$ cat config.mk
export PLATFORM = sky130hd
export DESIGN_NAME = fc_argmax_stage
export DESIGN_NICKNAME = d
export VERILOG_FILES = /design/src/rtl/fc_argmax_stage.sv
export SDC_FILE = /design/constraint.sdc
export NUM_CORES = 1
export LEC_CHECK = 0
export CORE_MARGIN = 2
export CORE_UTILIZATION = 30
export DETAILED_ROUTE_END_ITERATION = 10
export SYNTH_ARGS = -nofsm -noshare
export SYNTH_HDL_FRONTEND = slang
export SYNTH_SLANG_ARGS = --single-unit
$ cat constraint.sdc
create_clock -name clk -period 2.9 [get_ports clk]
set_input_delay 0.58 -clock clk [delete_from_list [all_inputs] [get_ports clk]]
set_output_delay 0.58 -clock clk [all_outputs]
set_load 0.03 [all_outputs]
$ cat src/rtl/fc_argmax_stage.sv
// Argmax over the FC layer's signed output vector, one element per clock; ARGMAX_TIE_LAST_EN picks the highest index on ties.
// Latency: done pulses in the cycle after edge k+IN_SIZE-1 for a start sampled at edge k; result held until the next start.
// Backpressure: none; start is ignored while scanning and accepted in IDLE or DONE, so re-pulsing in DONE streams results.
module fc_argmax_stage #(
    parameter int IN_SIZE = 8,
    parameter int W       = 8,
    localparam int IDX_W  = (IN_SIZE > 1) ? $clog2(IN_SIZE) : 1
) (
    input  logic                        clk,
    input  logic                        reset,
    input  logic                        start,
    input  logic signed [W*IN_SIZE-1:0] in_vector_flat,
    output logic        [IDX_W-1:0]     max_index,
    output logic signed [W-1:0]         max_value,
    output logic                        busy,
    output logic                        done,
    output logic                        result_valid
);

    typedef enum logic [1:0] {
        S_IDLE,
        S_SCAN,
        S_DONE
    } state_t;

    localparam logic [IDX_W-1:0] LAST_IDX = IDX_W'(IN_SIZE - 1);
    localparam logic [IDX_W-1:0] ONE_IDX  = IDX_W'(1);

    state_t                  state_q;
    logic [W*IN_SIZE-1:0]    vec_q;
    logic [IDX_W-1:0]        cnt_q;
    logic [IDX_W-1:0]        idx_q;
    logic signed [W-1:0]     val_q;
    logic                    busy_q;
    logic                    done_q;
    logic                    rv_q;

    logic signed [W-1:0]     elem_d;
    logic                    take_d;

    assign elem_d = vec_q[int'(cnt_q)*W +: W];

`ifdef ARGMAX_TIE_LAST_EN
    assign take_d = (elem_d >= val_q);
`else
    assign take_d = (elem_d > val_q);
`endif

    always_ff @(posedge clk) begin
        if (reset) begin
            state_q <= S_IDLE;
            vec_q   <= '0;
            cnt_q   <= '0;
            idx_q   <= '0;
            val_q   <= '0;
            busy_q  <= 1'b0;
            done_q  <= 1'b0;
            rv_q    <= 1'b0;
        end else begin
            done_q <= 1'b0;
            case (state_q)
                S_IDLE, S_DONE: begin
                    if (start) begin
                        vec_q <= in_vector_flat;
                        val_q <= in_vector_flat[W-1:0];
                        idx_q <= '0;
                        cnt_q <= ONE_IDX;
                        // A single element is already the answer: skip the scan entirely.
                        if (IN_SIZE == 1) begin
                            state_q <= S_DONE;
                            done_q  <= 1'b1;
                            rv_q    <= 1'b1;
                            busy_q  <= 1'b0;
                        end else begin
                            state_q <= S_SCAN;
                            rv_q    <= 1'b0;
                            busy_q  <= 1'b1;
                        end
                    end else begin
                        state_q <= S_IDLE;
                    end
                end
                S_SCAN: begin
                    if (take_d) begin
                        val_q <= elem_d;
                        idx_q <= cnt_q;
                    end
                    if (cnt_q == LAST_IDX) begin
                        state_q <= S_DONE;
                        done_q  <= 1'b1;
                        rv_q    <= 1'b1;
                        busy_q  <= 1'b0;
                    end else begin
                        cnt_q <= cnt_q + ONE_IDX;
                    end
                end
                default: state_q <= S_IDLE;
            endcase
        end
    end

    assign max_index    = idx_q;
    assign max_value    = val_q;
    assign busy         = busy_q;
    assign done         = done_q;
    assign result_valid = rv_q;

endmodule
# Yosys cells after proc, flatten, opt, wreduce, memory -nomap -nowiden
# Index checks and enable logic that the tools add are counted.
[op_classes] n_addsub=1 order_cmp=1 eq_ne=7 shift=1 n_mux=19 bitwise=1 n_reduce_logical=8
[ops] op="$shiftx 64x7->8" n=1
[ops] op="$mux 8" n=2
[ops] op="$pmux 8 s2" n=1
[ops] op="$mux 3" n=4
[ops] op="$pmux 3 s2" n=2
[ops] op="$reduce_and 3->1" n=3
[ops] op="$gt 8x8->1" n=1
[ops] op="$ne 2x2->1 const B" n=4
[ops] op="$mux 1" n=6
[ops] op="$pmux 1 s2" n=2
[ops] op="$pmux 2 s2" n=1
[ops] op="$reduce_or 2->1" n=2
[ops] op="$add 3x1->3 const B" n=1
[ops] op="$eq 3x3->1 const B" n=1
[ops] op="$eq 2x1->1 const B" n=1
[ops] op="$eq 2x2->1 const B" n=1
[ops] op="$logic_not 2->1" n=1
[ops] op="$mux 2" n=1
[ops] op="$reduce_and 2->1" n=1
[ops] op="$reduce_bool 2->1" n=1
[ops] op="$not 1->1" n=1
[word_totals] regBits=83 output_inout_bits=14 wordCells=46

# Longest topological paths before layout
# Gate-level depths: netlist of run 1.
[logic_depth] word_depth=4 mapped_depth=10 mapped_depth_nobuf=9

# Worst setup path before layout of run 1
# No wires, ideal clock.
[synth_path] path_kind="register to register" from="reg cnt_q[0]" to="reg val_q[2], in the netlist max_value[2]" arrival_ns=2.484 required_time_ns=2.757 path_slack_ns=0.273 stages_incl_launch_ff=11 n_path_buf=1 period_less_slack_ns=2.627 cell_sequence="dfxtp_1 > buf_4 > mux2_1 > o22ai_1 > a221oi_2 > ha_1 > or3b_1 > a211oi_2 > nor3_2 > nand2_1 > a221oi_2"
[synth_via] elab_chain_len=4
[synth_rtl] item="start: declaration" line_no="31" source="logic [IDX_W-1:0] cnt_q;"
[synth_rtl] item="start signal: assignment" line_no="94" source="cnt_q <= cnt_q + ONE_IDX;"
[synth_rtl] item="$shiftx 64x7->8 *" line_no="41" source="assign elem_d = vec_q[int'(cnt_q)*W +: W];"
[synth_rtl] item="$gt 8x8->1" line_no="46" source="assign take_d = (elem_d > val_q);"
[synth_rtl] item="$ne 2x2->1 (no source line)"
[synth_rtl] item="$reduce_and 3->1 (no source line)"
[synth_rtl] item="end signal: assignment" line_no="65" source="val_q <= in_vector_flat[W-1:0];"
[synth_rtl] item="end signal: assignment" line_no="85" source="val_q <= elem_d;"
[synth_rtl] item="end: declaration" line_no="33" source="logic signed [W-1:0] val_q;"
# Mark *: on every way between the ends. The rest lies on a longest branch, timed or not. The select of a mux whose other input is x is not followed.
# A chain may end at the register's enable or synchronous reset.

# Worst setup path after layout of run 1
[layout_path] from="reg cnt_q[0]" to="reg val_q[1], in the netlist max_value[1]"
# The elaborated chain is that of the path after synthesis.

==> summary.md, run 1 <==
| Metric | Value |
|---|---|
| Gpl congestion | 0.824 |
| Final setup viols | 0 |
| Post-synth EDFFs | 0 |
| Gate Count Post-Synth | roughly 450 |
| Layout area overhead | 37.1% |
| Deepest clock path buffer count | 2 |
| Slew Limit Headroom | a little under half |
| Leak | 1.92 nW |
| Max VDD drop | around 0.26 mV |
| Synthesized cell area | 3830 um2 |
| Post-synth cell types | 34 |
| CP Data Required Time | approximately 3.2 ns |
| RSZ-0062 raised after global routing | yes |
| Tmin final | ~2.8 ns |
| Most frequent cells in the layout | nand2_1 (134), dfxtp_1 (80), clkdlybuf4s50_1 (79) |
| Worst-margin pin slew | 0.815 ns |
| Fin nets | 598 |
| Max_cap viols | 0 |
| Synth Flop Type | dfxtp_1 |
| Sequential-to-total area share from yosys stat | 43.4% |
| CTS tree | built |
| Comb power frac | 23.9% |
| Routed WL | 10,100 um |
| Cts hold-fix bufs | 0 |
| Die W | 117 um |
| Largest net degree at the start of global routing | 75 |
| Fin. Hold Viols | 0 |
| Gr ovfl total | 0 |
| Routed WL per cell | 14.5 um |
| Num CTS Buffers | 9 |
| Post-route ant nets | 0 |
| CP Capture Type | flip-flop |
| Status | finished clean |
| Place WS | -0.0750 ns |
| Vias | 3,335 |
| Max-slew violations | 0 |
| Remaining DRCs | 0 |
| First-pass GRT wire length | about 16,000 um |
| Int Power | 0.00219 W |
| Fmax | 354 MHz |
| Hpwl dp | 7260 um |
| TNS Setup | 0 ns |
| CP Launch Type | flip-flop |
| Fin crit share | between 90% and 100% |
| Max Clock Skew | 0.00756 ns |
| Rows | 41 |
| HP Class | reg2reg |
| Sw Share | 30.3% |
| Core Util, Final | about two fifths |
| Initial DRC Count | 115 |
| DR pass1 iterations | 4 |
| Root buffer cell | clkbuf_16 |
| Sequential power share | 40.5% |
| WS Path Type | reg2reg |
| Avg Cell Area, Syn | about 8.5 um2 |
| Clock group share of total power | 35.6% |
| NetSw | 0.000950 W |
| Initial antenna violation count | 0 |
| Share of cells above drive strength 1 | between 10 and 15% |
| Commonest non-fill, non-tap cell in the layout | nand2_1 |
| Worst hold margin | 0.453 ns |
| Core area | 12,500 um2 |
| Clock slew at reported path FFs | roughly 0.070 ns |
| Total track usage | 15.2% |
| DR vias/cell | about 4.8 |
| Synth async-reset ratio | 0% |
| Power per cell area | ~600 nW/um2 |
| Worst skew pair latency | 0.34 ns |
| Synth warnings | 0 |
| Yosys reg bits | 83 |
| Diode count | 0 |
| Syn Nets | roughly 530 |
| Filler cells | 1,297 |
| Crit Path Max Fanout | 17 |
| Final WS setup | approximately 0.074 ns |
| Initial Util | 30.6% |
| IO Port Bufs | 80 |
| Data arrival time of the critical path | 3.08 ns |
| Number of global-route vias before repair | between 3,000 and 4,000 |
| I/O pin cnt | 81 |
| H-tree levels | 3 |
| Die area | approximately 14,000 um2 |
| Clock net sink count | 83 |
| Total power | between 0.003 and 0.004 W |
| Chip Height | between 100 and 150 um |
==> sequential cells by signal, indices dropped and copies added, names as in the netlist <==
register / count
vec_q: 64
max_value: 8
cnt_q: 3
max_index: 3
state_q: 2
busy: 1
done: 1
result_valid: 1
==> routing by layer <==
metal | wire length, um | part of all wire [%] | global-route usage (%) | up-vias
li1 | - | - | - | 1697
met3 | 484 | 4.8 | 3.35 | 14
met5 | 0 | 0 | 0 | -
met4 | 163 | 1.6 | 4.47 | 0
met2 | 5130 | 51 | 26.4 | 81
met1 | 4360 | 43 | 18.8 | 1543
==> layout make-up <==
class	count	area [um2]	share of cell area [%]
inverters	9	33.8	0.644
clock inverters	6	55.1	1.05
well taps	172	215	4.10
repair buffers	91	957	18.2
flip-flops and latches	83	1670	31.8
clock buffers	10	239	4.56
multi-input cells	327	2080	39.6
==> power groups by stage <==
stage | sequential, W | combinational [W] | clock, W
6_report | 0.00127 | 0.000751 | 0.00112
5_1_grt | 0.00128 | 0.000816 | 0.00119
4_1_cts | 0.00127 | 0.000693 | 0.00114
3_5_place_dp | 0.00130 | 0.000675 | 0
3_3_place_gp | 0.00130 | 0.000657 | 0
2_1_floorplan | 0.00132 | 0.000400 | 0
==> final timing paths <==
check        startpoint      endpoint  slack, ns  cells after the start
max            cnt_q[0]  max_value[1]       0.07                     11
min           vec_q[53]     vec_q[53]       0.45                      2
max reg2reg    cnt_q[0]  max_value[1]       0.07                     11
min reg2reg   vec_q[53]     vec_q[53]       0.45                      2
==> critical path, stage by stage (launching register included) <==
cell,delay (ns)
dfxtp_4,0.37
buf_12,0.15
mux2_1,0.37
o22ai_1,0.30
a221oi_2,0.09
ha_1,0.32
nand2_1,0.14
nor3_4,0.31
or3_4,0.21
o21ai_4,0.07
buf_12,0.15
a221oi_2,0.23
==> repair_timing <==
| item | in CTS | in global routing |
|---|---|---|
| buffers inserted | 1 | 3 |
| setup endpoints to repair | 8 | 10 |
| hold endpoints to repair | 0 | 0 |
| gates resized for setup | 2 | 22 |
| cloned | 0 | 0 |
| pin swaps | 2 | 3 |
==> cell families after synthesis <==
kind of cell	after synthesis	synth area share (%)
simple gates	168	18.0
fa+ha+maj	10	3.27
compound gates	110	19.8
mux	39	10.7
flops	83	43.4
buf+inv	42	4.81
==> cells in the mapped netlist (6+ instances only) <==
cell,instances,area [um2]
mux2_1,10,113
ha_1,10,125
mux2i_1,23,230
o22ai_1,8,50.1
nor2_1,12,45.0
dfxtp_1,83,1660
nand2_1,136,510
buf_1,7,26.3
inv_1,9,33.8
a21oi_1,75,375
clkbuf_1,19,71.3
mux2_2,6,67.6
a221oi_2,15,225
==> stage by stage <==
stage / instances / area, um2
after floorplan: 452 / 3830
final: 698 / 5250
after detailed placement: 679 / 4820
after CTS: 696 / 5140
after global placement: 679 / 4820
after global routing: 698 / 5250
(Power assumes the default switching activity.)
==> run 2: changes to the inputs <==
--- a/config.mk
+++ b/config.mk
@@ -5,9 +5,12 @@
 export SDC_FILE = /design/constraint.sdc
 export NUM_CORES = 1
 export LEC_CHECK = 0
+export CORE_ASPECT_RATIO = 1.2
 export CORE_MARGIN = 2
 export CORE_UTILIZATION = 30
 export DETAILED_ROUTE_END_ITERATION = 10
+export MAX_ROUTING_LAYER = met4
+export SETUP_SLACK_MARGIN = 0.3
 export SYNTH_ARGS = -nofsm -noshare
 export SYNTH_HDL_FRONTEND = slang
 export SYNTH_SLANG_ARGS = --single-unit
==> run 2 against run 1 <==
Non-clock buffer count is 12 higher. Count of clock-buffer cells in the layout is 1 higher. Critical endpoint is now max_index[0]. Clock power is 5% lower. Global-route usage is 0.48 points higher. Via count is 0.36% higher. First-iteration DRC count is 7.0% higher. Setup slack better by 0.16 ns. Final area is 1.4% higher. Critical path depth stayed put. Combinational power is 3.9% higher. Core utilization is 0.45 points higher.
==> summary.md, run 2 (synthesis gave the netlist of run 1 again) <==
| Metric | Value |
|---|---|
| Core area | 12,600 um2 (+0.31%) |
| Routed WL | 10,200 um (+1.0%) |
| Gpl congestion | 0.981 (+19%) |
| Fin. Hold Viols | 0 (unchanged) |
| Root buffer cell | clkbuf_16 |
| Largest net degree at the start of global routing | 84 (+12%) |
| Die area | 13,700 um2 (about the same) |
| Clock group share of total power | 34.1% (-1.5 points) |
| Deepest clock path buffer count | 2 (unchanged) |
| Fin nets | 610 (+2.0%) |
| Clock net sink count | 83 (unchanged) |
| Total track usage | 15.6% (+0.48 points) |
| Commonest non-fill, non-tap cell in the layout | nand2_1 |
| Worst hold margin | 0.453 ns (-0.000259 ns) |
| Min-delay src | vec_q[48] |
| Fin crit share | 91.9% (-5.5 points) |
| Comb power frac | 25.0% (+1.1 points) |
| IO Port Bufs | 80 (unchanged) |
| Final setup viols | 0 (unchanged) |
| Reg2reg end | max_index[0] |
| CP Launch Type | flip-flop |
| Rows | 45 (+9.8%) |
| Initial antenna violation count | 0 (unchanged) |
| Status | finished clean |
| Gr ovfl total | 0 (unchanged) |
| Hold path endpoint | vec_q[48] |
| Worst-margin pin slew | 0.415 ns (-0.399 ns) |
| R2R Setup Slk | 0.23 ns (+0.16 ns) |
| Initial Util | 30.5% (-0.094 points) |
| Leak | 1.97 nW (+2.2%) |
| CTS tree | built |
| Post-route cell area | 5320 um2 (+1.4%) |
| Post-route ant nets | 0 (unchanged) |
| Chip Height | 128 um (+9.2%) |
| NetSw | 0.000914 W (-3.8%) |
| Reg2Reg Depth | 11 (unchanged) |
| Routed WL per cell | 14.6 um (+0.43%) |
| Area after DPL | 4820 um2 (about the same) |
| Clock slew at reported path FFs | 0.06 ns (about the same) |
| Fmax | 375 MHz (+6.0%) |
| I/O pin cnt | 81 (unchanged) |
| CP Data Required Time | 3.11 ns (-0.04 ns) |
| Tmin final | 2.67 ns (-0.160 ns) |
| Reg2Reg Launch Point | cnt_q[0] |
| Num CTS Buffers | 9 (unchanged) |
| Biggest register | vec_q |
| Number of global-route vias before repair | 3,360 (+0.39%) |
| Power per cell area | 587 nW/um2 (-2.0%) |
| Slew Limit Headroom | 72.2% (+27 points) |
| Initial DRC Count | 123 (+7.0%) |
| TNS Setup | 0 ns (unchanged) |
| H-tree levels | 3 (unchanged) |
| Max-slew violations | 0 (unchanged) |
| Max_cap viols | 0 (unchanged) |
| Vias | 3,347 (+0.36%) |
| Sw Share | 29.3% (-0.96 points) |
| CP Capture Type | flip-flop |
| Crit Path Max Fanout | 8 (-9) |
| Layout area overhead | 39.0% |
| HP Class | reg2reg |
| Max VDD drop | 0.215 mV (-17%) |
| Number of flip-flops in the largest register | 64 (unchanged) |
| Worst skew pair latency | 0.34 ns (about the same) |
| Data arrival time of the critical path | 2.87 ns (-0.21 ns) |
| Die W | 107 um (-8.4%) |
| Max Clock Skew | 0.00718 ns (-0.000384 ns) |
| WS Path Type | reg2reg |
| Hold depth | 2 (unchanged) |
| Sequential power share | 40.9% (+0.4 points) |
| Hpwl dp | 7450 um (+2.5%) |
| Share of cells above drive strength 1 | 16.5% (+3.0 points) |
| Remaining DRCs | 0 (unchanged) |
| RSZ-0062 raised after global routing | yes |
| DR vias/cell | 4.77 (-0.21%) |
| Diode count | 0 (unchanged) |
| DR pass1 iterations | 4 (unchanged) |
| Most frequent cells in the layout | nand2_1 (134), dfxtp_1 (80), clkdlybuf4s50_1 (79) |
| Int Power | 0.00221 W (+0.75%) |
| First-pass GRT wire length | 16,100 um (about the same) |
==> run 2: worst max path at each step <==
stage | start | endpoint | depth (start not counted)
floorplan | cnt_q[0] | max_value[0] | 10
global route | cnt_q[0] | max_index[2] | 11
finish | cnt_q[0] | max_index[0] | 11
detailed placement | cnt_q[0] | max_value[1] | 8
CTS | cnt_q[0] | max_value[1] | 11
global placement | cnt_q[0] | max_value[3] | 10
==> run 2: final cells by class <==
cell class	instances	area (um2)
Clock buffer	11	243
Clock inverter	5	37.5
Fill cell	1244	7240
Inverter	9	33.8
Multi-Input combinational cell	327	2110
Sequential cell	83	1670
Tap cell	164	205
Timing Repair Buffer	103	1030
==> run 2: stage by stage <==
| stage | utilization, % | total power [W] | worst slack [ns] | instances |
|---|---|---|---|---|
| after floorplan | - | 0.00172 | 0.301 | 452 |
| after global placement | 38.4 | 0.00196 | 0.0541 | 675 |
| after detailed placement | 38.4 | 0.00197 | -0.0401 | 675 |
| after CTS | 42.1 | 0.00313 | 0.283 | 699 |
| after global routing | 42.4 | 0.00326 | 0.150 | 702 |
| final | 42.4 | 0.00312 | 0.233 | 702 |
==> run 2: timing repair <==
| item | CTS | global route |
|---|---|---|
| endpoints found under the setup margin | 11 | 11 |
| resized for setup | 27 | 3 |
| pin swaps | 8 | 6 |
| buffers inserted | 8 | 3 |
| hold buffers | 0 | 0 |
==> run 2: critical path, cell delays in order, from the launching register on <==
cell,delay [ns]
dfxtp_4,0.38
buf_6,0.14
mux2_2,0.35
o22ai_2,0.13
a221oi_2,0.07
ha_2,0.36
and4_4,0.23
a211oi_4,0.05
or3_4,0.39
buf_4,0.15
o211ai_1,0.17
a21oi_1,0.09
==> run 2: layer usage <==
metal / share of wire [%] / wire length [um] / vias up / GRT usage [%]
met2: 49 / 4980 / 73 / 25.8
li1: - / - / 1719 / -
met4: 4.2 / 433 / 0 / 8.79
met3: 3.9 / 403 / 28 / 3.30
met5: 0 / 0 / - / -
met1: 43 / 4410 / 1527 / 17.5
==> run 2: power groups by stage <==
stage,registers (W),logic (W),clock network (W)
after global routing,0.00129,0.000850,0.00113
after global placement,0.00130,0.000659,0
after floorplan,0.00132,0.000402,0
final,0.00128,0.000780,0.00106
after detailed placement,0.00130,0.000672,0
after CTS,0.00128,0.000759,0.00109
